File: src/rtl/neuron_feeder.sv
// Sequencer that clears one Q16.16 neuron, streams weight/data pairs from two
// synchronous-read memories into it, then captures and presents the result.
module neuron_feeder #(
  parameter int N_INPUTS = 784,
  parameter int ADDR_W   = 10,
  parameter int RELU     = 1
) (
  input  logic              clk,
  input  logic              rst,
  input  logic              start_i,
  output logic              busy_o,
  output logic              done_o,
  output logic              mem_rd_en_o,
  output logic [ADDR_W-1:0] mem_addr_o,
  input  logic [31:0]       w_rdata_i,
  input  logic [31:0]       d_rdata_i,
  output logic              n_clear_o,
  output logic              n_en_o,
  output logic [31:0]       n_weight_o,
  output logic [31:0]       n_data_o,
  input  logic [31:0]       n_accum_i,
  output logic [31:0]       result_o,
  output logic              result_valid_o,
  input  logic              result_ready_i
);

  typedef enum logic [2:0] {
    S_IDLE   = 3'd0,
    S_CLEAR  = 3'd1,
    S_STREAM = 3'd2,
    S_DRAIN  = 3'd3,
    S_OUT    = 3'd4
  } state_t;

  localparam logic [ADDR_W-1:0] LAST_IDX = ADDR_W'(N_INPUTS - 1);
  localparam logic [ADDR_W-1:0] ONE      = ADDR_W'(1);

  state_t            state_q, state_d;
  logic [ADDR_W-1:0] idx_q, idx_d;
  logic [ADDR_W-1:0] addr_q, addr_d;
  logic              busy_q, busy_d;
  logic              done_q, done_d;
  logic              rd_en_q, rd_en_d;
  logic              clear_q, clear_d;
  logic [31:0]       result_q, result_d;
  logic              valid_q, valid_d;
  logic              mem_vld_q;
  logic              en_q;
  logic [31:0]       weight_q;
  logic [31:0]       data_q;

  function automatic logic [31:0] relu_f(input logic [31:0] a);
    if ((RELU != 0) && a[31]) begin
      return 32'h0000_0000;
    end else begin
      return a;
    end
  endfunction

  // Next-state and next-output decode
  always_comb begin
    state_d  = state_q;
    idx_d    = idx_q;
    addr_d   = '0;
    busy_d   = busy_q;
    done_d   = 1'b0;
    rd_en_d  = 1'b0;
    clear_d  = 1'b0;
    result_d = result_q;
    valid_d  = valid_q;
    case (state_q)
      S_IDLE: begin
        if (start_i) begin
          state_d = S_CLEAR;
          idx_d   = '0;
          busy_d  = 1'b1;
          clear_d = 1'b1;
          rd_en_d = 1'b1;
        end else begin
          busy_d = 1'b0;
        end
      end
      S_CLEAR: begin
        if (N_INPUTS == 1) begin
          state_d = S_DRAIN;
        end else begin
          state_d = S_STREAM;
          idx_d   = idx_q + ONE;
          addr_d  = idx_q + ONE;
          rd_en_d = 1'b1;
        end
      end
      S_STREAM: begin
        if (idx_q == LAST_IDX) begin
          state_d = S_DRAIN;
        end else begin
          idx_d   = idx_q + ONE;
          addr_d  = idx_q + ONE;
          rd_en_d = 1'b1;
        end
      end
      S_DRAIN: begin
        // Both pipeline stages empty means n_accum already includes the last pair.
        if (!mem_vld_q && !en_q) begin
          state_d  = S_OUT;
          result_d = relu_f(n_accum_i);
          valid_d  = 1'b1;
        end else begin
          state_d = S_DRAIN;
        end
      end
      S_OUT: begin
        if (result_ready_i) begin
          state_d = S_IDLE;
          valid_d = 1'b0;
          busy_d  = 1'b0;
          done_d  = 1'b1;
        end else begin
          state_d = S_OUT;
        end
      end
      default: begin
        state_d = S_IDLE;
        busy_d  = 1'b0;
        valid_d = 1'b0;
      end
    endcase
  end

  // Control state and registered control outputs
  always_ff @(posedge clk or posedge rst) begin
    if (rst) begin
      state_q  <= S_IDLE;
      idx_q    <= '0;
      addr_q   <= '0;
      busy_q   <= 1'b0;
      done_q   <= 1'b0;
      rd_en_q  <= 1'b0;
      clear_q  <= 1'b0;
      result_q <= 32'h0000_0000;
      valid_q  <= 1'b0;
    end else begin
      state_q  <= state_d;
      idx_q    <= idx_d;
      addr_q   <= addr_d;
      busy_q   <= busy_d;
      done_q   <= done_d;
      rd_en_q  <= rd_en_d;
      clear_q  <= clear_d;
      result_q <= result_d;
      valid_q  <= valid_d;
    end
  end

  // Read pipeline: memory latency stage, then operand registers zeroed when idle
  always_ff @(posedge clk or posedge rst) begin
    if (rst) begin
      mem_vld_q <= 1'b0;
      en_q      <= 1'b0;
      weight_q  <= 32'h0000_0000;
      data_q    <= 32'h0000_0000;
    end else begin
      mem_vld_q <= rd_en_q;
      en_q      <= mem_vld_q;
      weight_q  <= mem_vld_q ? w_rdata_i : 32'h0000_0000;
      data_q    <= mem_vld_q ? d_rdata_i : 32'h0000_0000;
    end
  end

  assign busy_o         = busy_q;
  assign done_o         = done_q;
  assign mem_rd_en_o    = rd_en_q;
  assign mem_addr_o     = addr_q;
  assign n_clear_o      = clear_q;
  assign n_en_o         = en_q;
  assign n_weight_o     = weight_q;
  assign n_data_o       = data_q;
  assign result_o       = result_q;
  assign result_valid_o = valid_q;

endmodule

File: config.mk
export PLATFORM = sky130hd
export DESIGN_NAME = neuron_feeder
export DESIGN_NICKNAME = d
export VERILOG_FILES = /design/src/rtl/neuron_feeder.sv
export SDC_FILE = /design/constraint.sdc
export NUM_CORES = 1
export LEC_CHECK = 0
export ABC_CLOCK_PERIOD_IN_PS = 4500
export BUFFER_PORTS_ARGS = -buffer_cell sky130_fd_sc_hd__buf_2
export CORE_ASPECT_RATIO = 0.7
export CORE_MARGIN = 2
export CORE_UTILIZATION = 42
export DETAILED_ROUTE_END_ITERATION = 12
export GPL_TIMING_DRIVEN = 0
export HOLD_SLACK_MARGIN = 0.05
export PLACE_DENSITY = 0.73
export SLEW_MARGIN = 25
export SYNTH_ARGS = -nofsm -noshare
export SYNTH_HDL_FRONTEND = slang
export SYNTH_SLANG_ARGS = --single-unit
File: constraint.sdc
create_clock -name clk -period 4.5 [get_ports clk]
set_input_delay 0.675 -clock clk [delete_from_list [all_inputs] [get_ports clk]]
set_output_delay 0.675 -clock clk [all_outputs]
set_load 0.1 [all_outputs]
# [Word-level counts from Yosys, hierarchy flattened]
# Index checks and enable logic that the tools add are counted.
[op_classes] order_cmp=0 n_addsub=1 div=0 bitwise_logic=2 eq_ne=10 mux=23 reduce_logical=12 mul=0 n_shift=0
[op_table] operator="$mux W32" count=2
[op_table] operator="$mux W31" count=1
[op_table] operator="$mux W10" count=3
[op_table] operator="$pmux W10 S3" count=1
[op_table] operator="$pmux W10 S2" count=1
[op_table] operator="$pmux W3 S5" count=1
[op_table] operator="$mux W3" count=4
[op_table] operator="$add A10 B1 Y10 const B" count=1
[op_table] operator="$eq A10 B10 Y1 const B" count=1
[op_table] operator="$ne A2 B2 Y1 const B" count=5
[op_table] operator="$pmux W1 S3" count=3
[op_table] operator="$mux W1" count=7
[op_table] operator="$eq A3 B2 Y1 const B" count=2
[op_table] operator="$reduce_and A2 Y1" count=3
[op_table] operator="$reduce_and A3 Y1" count=2
[op_table] operator="$reduce_or A3 Y1" count=2
[op_table] operator="$eq A3 B1 Y1 const B" count=1
[op_table] operator="$eq A3 B3 Y1 const B" count=1
[op_table] operator="$logic_not A3 Y1" count=1
[op_table] operator="$reduce_bool A3 Y1" count=1
[op_table] operator="$logic_not A1 Y1" count=2
[op_table] operator="$not A1 Y1" count=2
[op_table] operator="$logic_and A1 B1 Y1" count=1
[word_totals] ff_bits=126 romBits=0 wordCells=61 mem_bits_rw=0 latch_bits=0 output_inout_bits=112 memories=0 in_bits=100

# [Depth between registers and ports, before layout]
[logic_depth] ltp_word=4 ltp_mapped=7 ltp_nobuf=6

# [Worst setup path before layout]
# Ideal clock, no wire load.
[synth_path] path_type="reg-to-reg" start="register en_q, in the netlist n_en_o" end="register result_q[10], in the netlist result_o[10]" setup_ns=0.130 arrival_ns=1.686 path_stages_with_launch=4 period_less_slack_ns=1.816 n_path_buf=1 required_time_ns=4.370 setup_slack_ns=2.684 path_cell_list="dfrtp_1 nor4_4 clkbuf_1 o21ai_1"
[synth_between] elab_chain_cells=3
[synth_rtl] element="start, declared" line="48" rtl="logic en_q;"
[synth_rtl] element="start signal, assigned" line="164" rtl="en_q <= mem_vld_q;"
[synth_rtl] element="$logic_not A1 Y1" line="104" rtl="if (!mem_vld_q && !en_q) begin"
[synth_rtl] element="$logic_and A1 B1 Y1" line="104"
[synth_rtl] element="$reduce_and A2 Y1 (no line)"
[synth_rtl] element="end signal, assigned" line="150" rtl="result_q <= result_d;"
[synth_rtl] element="end, declared" line="45" rtl="logic [31:0] result_q, result_d;"
# No other way between the ends.
# A chain may end at the register's enable or synchronous reset.

# [Worst setup path after layout]
[layout_path] start="register en_q, in the netlist n_en_o" end="output n_en_o"
[layout_lines] element="end, declared" line="18" rtl="output logic n_en_o,"
# No word-level cell between the ends.

==> impl_summary.log <==
[metrics] run status: finished clean
[metrics] peak per-stage delay on the critical path: 0.47 ns
[metrics] Reg2Reg Capture Point: idx_q[4]
[metrics] dpl hpwl: 7827 µm
[metrics] proportion of synthesized chip area in sequential cells: 67.28%
[metrics] RSZ-0062 raised after global routing: false
[metrics] cell with the most instances after synthesis: sky130_fd_sc_hd__dfrtp_1
[metrics] Unique masters post-synth: 40
[metrics] clock tree from TritonCTS: done
[metrics] Num CTS Buffers: 17
[metrics] maximum number of pins on one net before global-route repair: 65
[metrics] top cells by instance count after synthesis: sky130_fd_sc_hd__dfrtp_1, sky130_fd_sc_hd__and2_1, sky130_fd_sc_hd__inv_1, sky130_fd_sc_hd__nand3b_1, sky130_fd_sc_hd__o21ai_1
[metrics] weighted congestion at the end of routability-driven global placement: roughly 0.82
[metrics] cell type contributing the most total cell area after synthesis: sky130_fd_sc_hd__dfrtp_1
[metrics] Synthesized Nets: 486
[metrics] cells resized by post-CTS repair: 0
[metrics] worst hold-check slack: about 0.3 ns
[metrics] DRT Pass-1 Iters: 4
[metrics] io pins: 212
[metrics] crit start category: register
[metrics] pin slew with the least headroom to its limit: approximately 0.50 ns
[metrics] final routed wire length divided by cell count: approximately 14 µm
[metrics] ordered cell list for the critical path: buf_2
[metrics] clock-pin slew of the registers on the worst-case setup and hold paths: 0.06 ns
[metrics] ys flop type: sky130_fd_sc_hd__dfrtp_1
[metrics] deepest level of the CTS H-tree: 4
[metrics] number of hold buffers added after CTS: 0
[metrics] Avg Inst Size Synth: 12.08 µm²
[metrics] Netlist Area Pre-Place: around 0.0046 mm²
[metrics] Required @ worst endpoint: 3.83 ns
[metrics] slack of the worst reg-to-reg path: 2.72 ns
[metrics] fraction of final layout cells sized beyond drive strength 1: approximately two fifths
[metrics] Fin. Hold Viols: 0
[metrics] die outline width: 129.8 µm
[metrics] number of cells traversed by the worst register-to-register path: 6
[metrics] antenna cells: 0
[metrics] Buffers on Ports: 210
[metrics] area of the die: 0.01194 mm²
[metrics] largest fanout of any net on the critical path: 4
[metrics] synthesized instance count: 385
[metrics] kind of path behind the tightest hold check: in -> async
[metrics] Iteration-0 DRC Markers: 127
[metrics] fraction of synthesized cell area taken by the top area cell type: 67.28%
[metrics] buffer levels on the longest clock path: 2
[metrics] final max-slew violation count: 0
[metrics] number of global-route vias before repair: 3461
[metrics] Critical Path Sink: n_en_o
[metrics] #FFs+latches synth: 125
[metrics] residual DRC count: 0
[metrics] via/cell ratio: 4.561
[metrics] placement row count: 32
[metrics] Levels on crit path: 1
[metrics] launching element of the worst setup path: n_en_o
[metrics] Max-slew headroom: 66.23%
[metrics] critical-path cell with the highest stage delay: sky130_fd_sc_hd__buf_2
[metrics] Tcrit/Tclk final: 43.60%
[metrics] final setup vio count: 0
[metrics] cell family with most CP delay: buffers and inverters
[metrics] height of the chip: 92.03 µm
[metrics] antenna-violating nets left: 0
[metrics] Core ar.: 0.01089 mm²
[metrics] final net count: 716
[metrics] share of flip-flops with an asynchronous set or reset after synthesis: 100.0%
[metrics] Syn. warnings: 0
[metrics] highest clock rate: 509.7 MHz
[metrics] Critical Setup Path Class: reg -> out
[metrics] Buf/Inv on CP: 1
[metrics] Num Clock Sinks: roughly 130
[metrics] worst skew pair latency: 0.40 ns
[metrics] initial cell density of the core: 42.69%
[metrics] min Tclk post-route: about 2 ns
[metrics] number of setup buffers added after CTS: 0
[metrics] GRT Residual Overflow: 0
[metrics] Synth-to-Final Area Change: 40.66%
[metrics] aggregate global-route resource usage: 18.41%
[metrics] aggregate routed wire length: around 11000 µm
[metrics] worst reg2reg startpoint: idx_q[0]
[metrics] worst setup skew after layout: 0.009142 ns
[metrics] global-route wire length before repair: 16990 µm
[metrics] total of fill cells in the finished design: 921
[metrics] clock tree root driver cell: sky130_fd_sc_hd__clkbuf_16
[metrics] Crit. End Element: primary output
[metrics] arrival time at the worst endpoint: approximately 1.3 ns
[metrics] top cells by area, synth: sky130_fd_sc_hd__dfrtp_1, sky130_fd_sc_hd__and2_1, sky130_fd_sc_hd__nand3b_1, sky130_fd_sc_hd__o21ai_1, sky130_fd_sc_hd__inv_1
[metrics] number of vias after detailed routing: 3562
[metrics] number of antenna violations at the first check in global routing: 0
[metrics] number of max-cap violations: 0
[metrics] number of synthesized flops with an enable pin: 0
cell families after synthesis:
family                     synth area share (%)
xor gates and xnor gates                 0.7536
DFF                                       67.28
muxes                                    0.6459
and+or+nand+nor                           18.27
buffers and inverters                     5.059
adders and majority gates                0.2691
other                                   0.08065
AOI/OAI and AO/OA                         7.643
sequential cells by signal, indices dropped and copies added (netlist names):
| signal | flops |
|---|---|
| done_o | 1 |
| busy_o | 1 |
| n_en_o | 1 |
| result_o | 31 |
| state_q | 3 |
| n_clear_o | 1 |
| mem_vld_q | 1 |
| idx_q | 10 |
| mem_rd_en_o | 1 |
| mem_addr_o | 10 |
| n_data_o | 32 |
| n_weight_o | 32 |
| result_valid_o | 1 |
area by class of cell:
type / count / area [µm²] / share of cell area [%]
clock buffer: 17 / 425.4 / 6.505
buffer: 20 / 92.59 / 1.416
tap: 153 / 191.4 / 2.927
timing repair buffer: 211 / 1079 / 16.49
sequential: 125 / 3128 / 47.83
clock inverter: 15 / 187.7 / 2.870
inverter: 38 / 150.1 / 2.296
multi-input combinational: 202 / 1286 / 19.67
placed cells by master (no fill, tap or decap), types with 4 or more instances in the layout:
master                      count
sky130_fd_sc_hd__a21o_1         7
sky130_fd_sc_hd__clkbuf_16     17
sky130_fd_sc_hd__nand3_1        4
sky130_fd_sc_hd__clkbuf_1      13
sky130_fd_sc_hd__and2_1        64
sky130_fd_sc_hd__a21oi_1        6
sky130_fd_sc_hd__dfrtp_1      125
sky130_fd_sc_hd__o21ai_1       31
sky130_fd_sc_hd__o21ai_0        5
sky130_fd_sc_hd__nand3b_1      32
sky130_fd_sc_hd__nand2_1        6
sky130_fd_sc_hd__nor2_1         9
sky130_fd_sc_hd__inv_1         36
sky130_fd_sc_hd__inv_6          4
sky130_fd_sc_hd__buf_2        215
sky130_fd_sc_hd__or3_1          4
sky130_fd_sc_hd__clkinv_4       4
how the worst min path moves through the flow:
stage / slack (ns) / depth (start not counted) / endpoint / startpoint
after floorplan: 0.46 / 0 / n_en_o / mem_vld_q
after global placement: 0.36 / 0 / mem_vld_q / mem_rd_en_o
after detailed placement: 0.36 / 0 / mem_vld_q / mem_rd_en_o
after CTS: 0.31 / 2 / n_weight_o[12] / rst
after global routing: 0.32 / 2 / n_weight_o[10] / rst
final: 0.31 / 2 / n_weight_o[10] / rst
per-layer routing:
layer / track usage [%] / wire (µm) / vias up
li1: - / - / 1715
met1: 23.68 / 4518 / 1693
met2: 28.80 / 5183 / 146
met3: 7.001 / 963 / 8
met4: 6.093 / 89 / 0
met5: 0 / 0 / -
stage by stage:
step	setup TNS, ns	cell area [µm²]	std cells	utilization [%]	setup WS, ns
5_1_grt	0	6540	781	60.05	2.462
3_3_place_gp	-94.91	5892	748	54.10	-0.7671
6_report	0	6540	781	60.05	2.538
2_1_floorplan	0	4649	385	-	0.4974
3_5_place_dp	0	5927	749	54.42	2.671
4_1_cts	0	6540	781	60.05	2.501
Power is not shown: default switching activity piles up to over one toggle a cycle in this logic, so the estimate is an artifact.
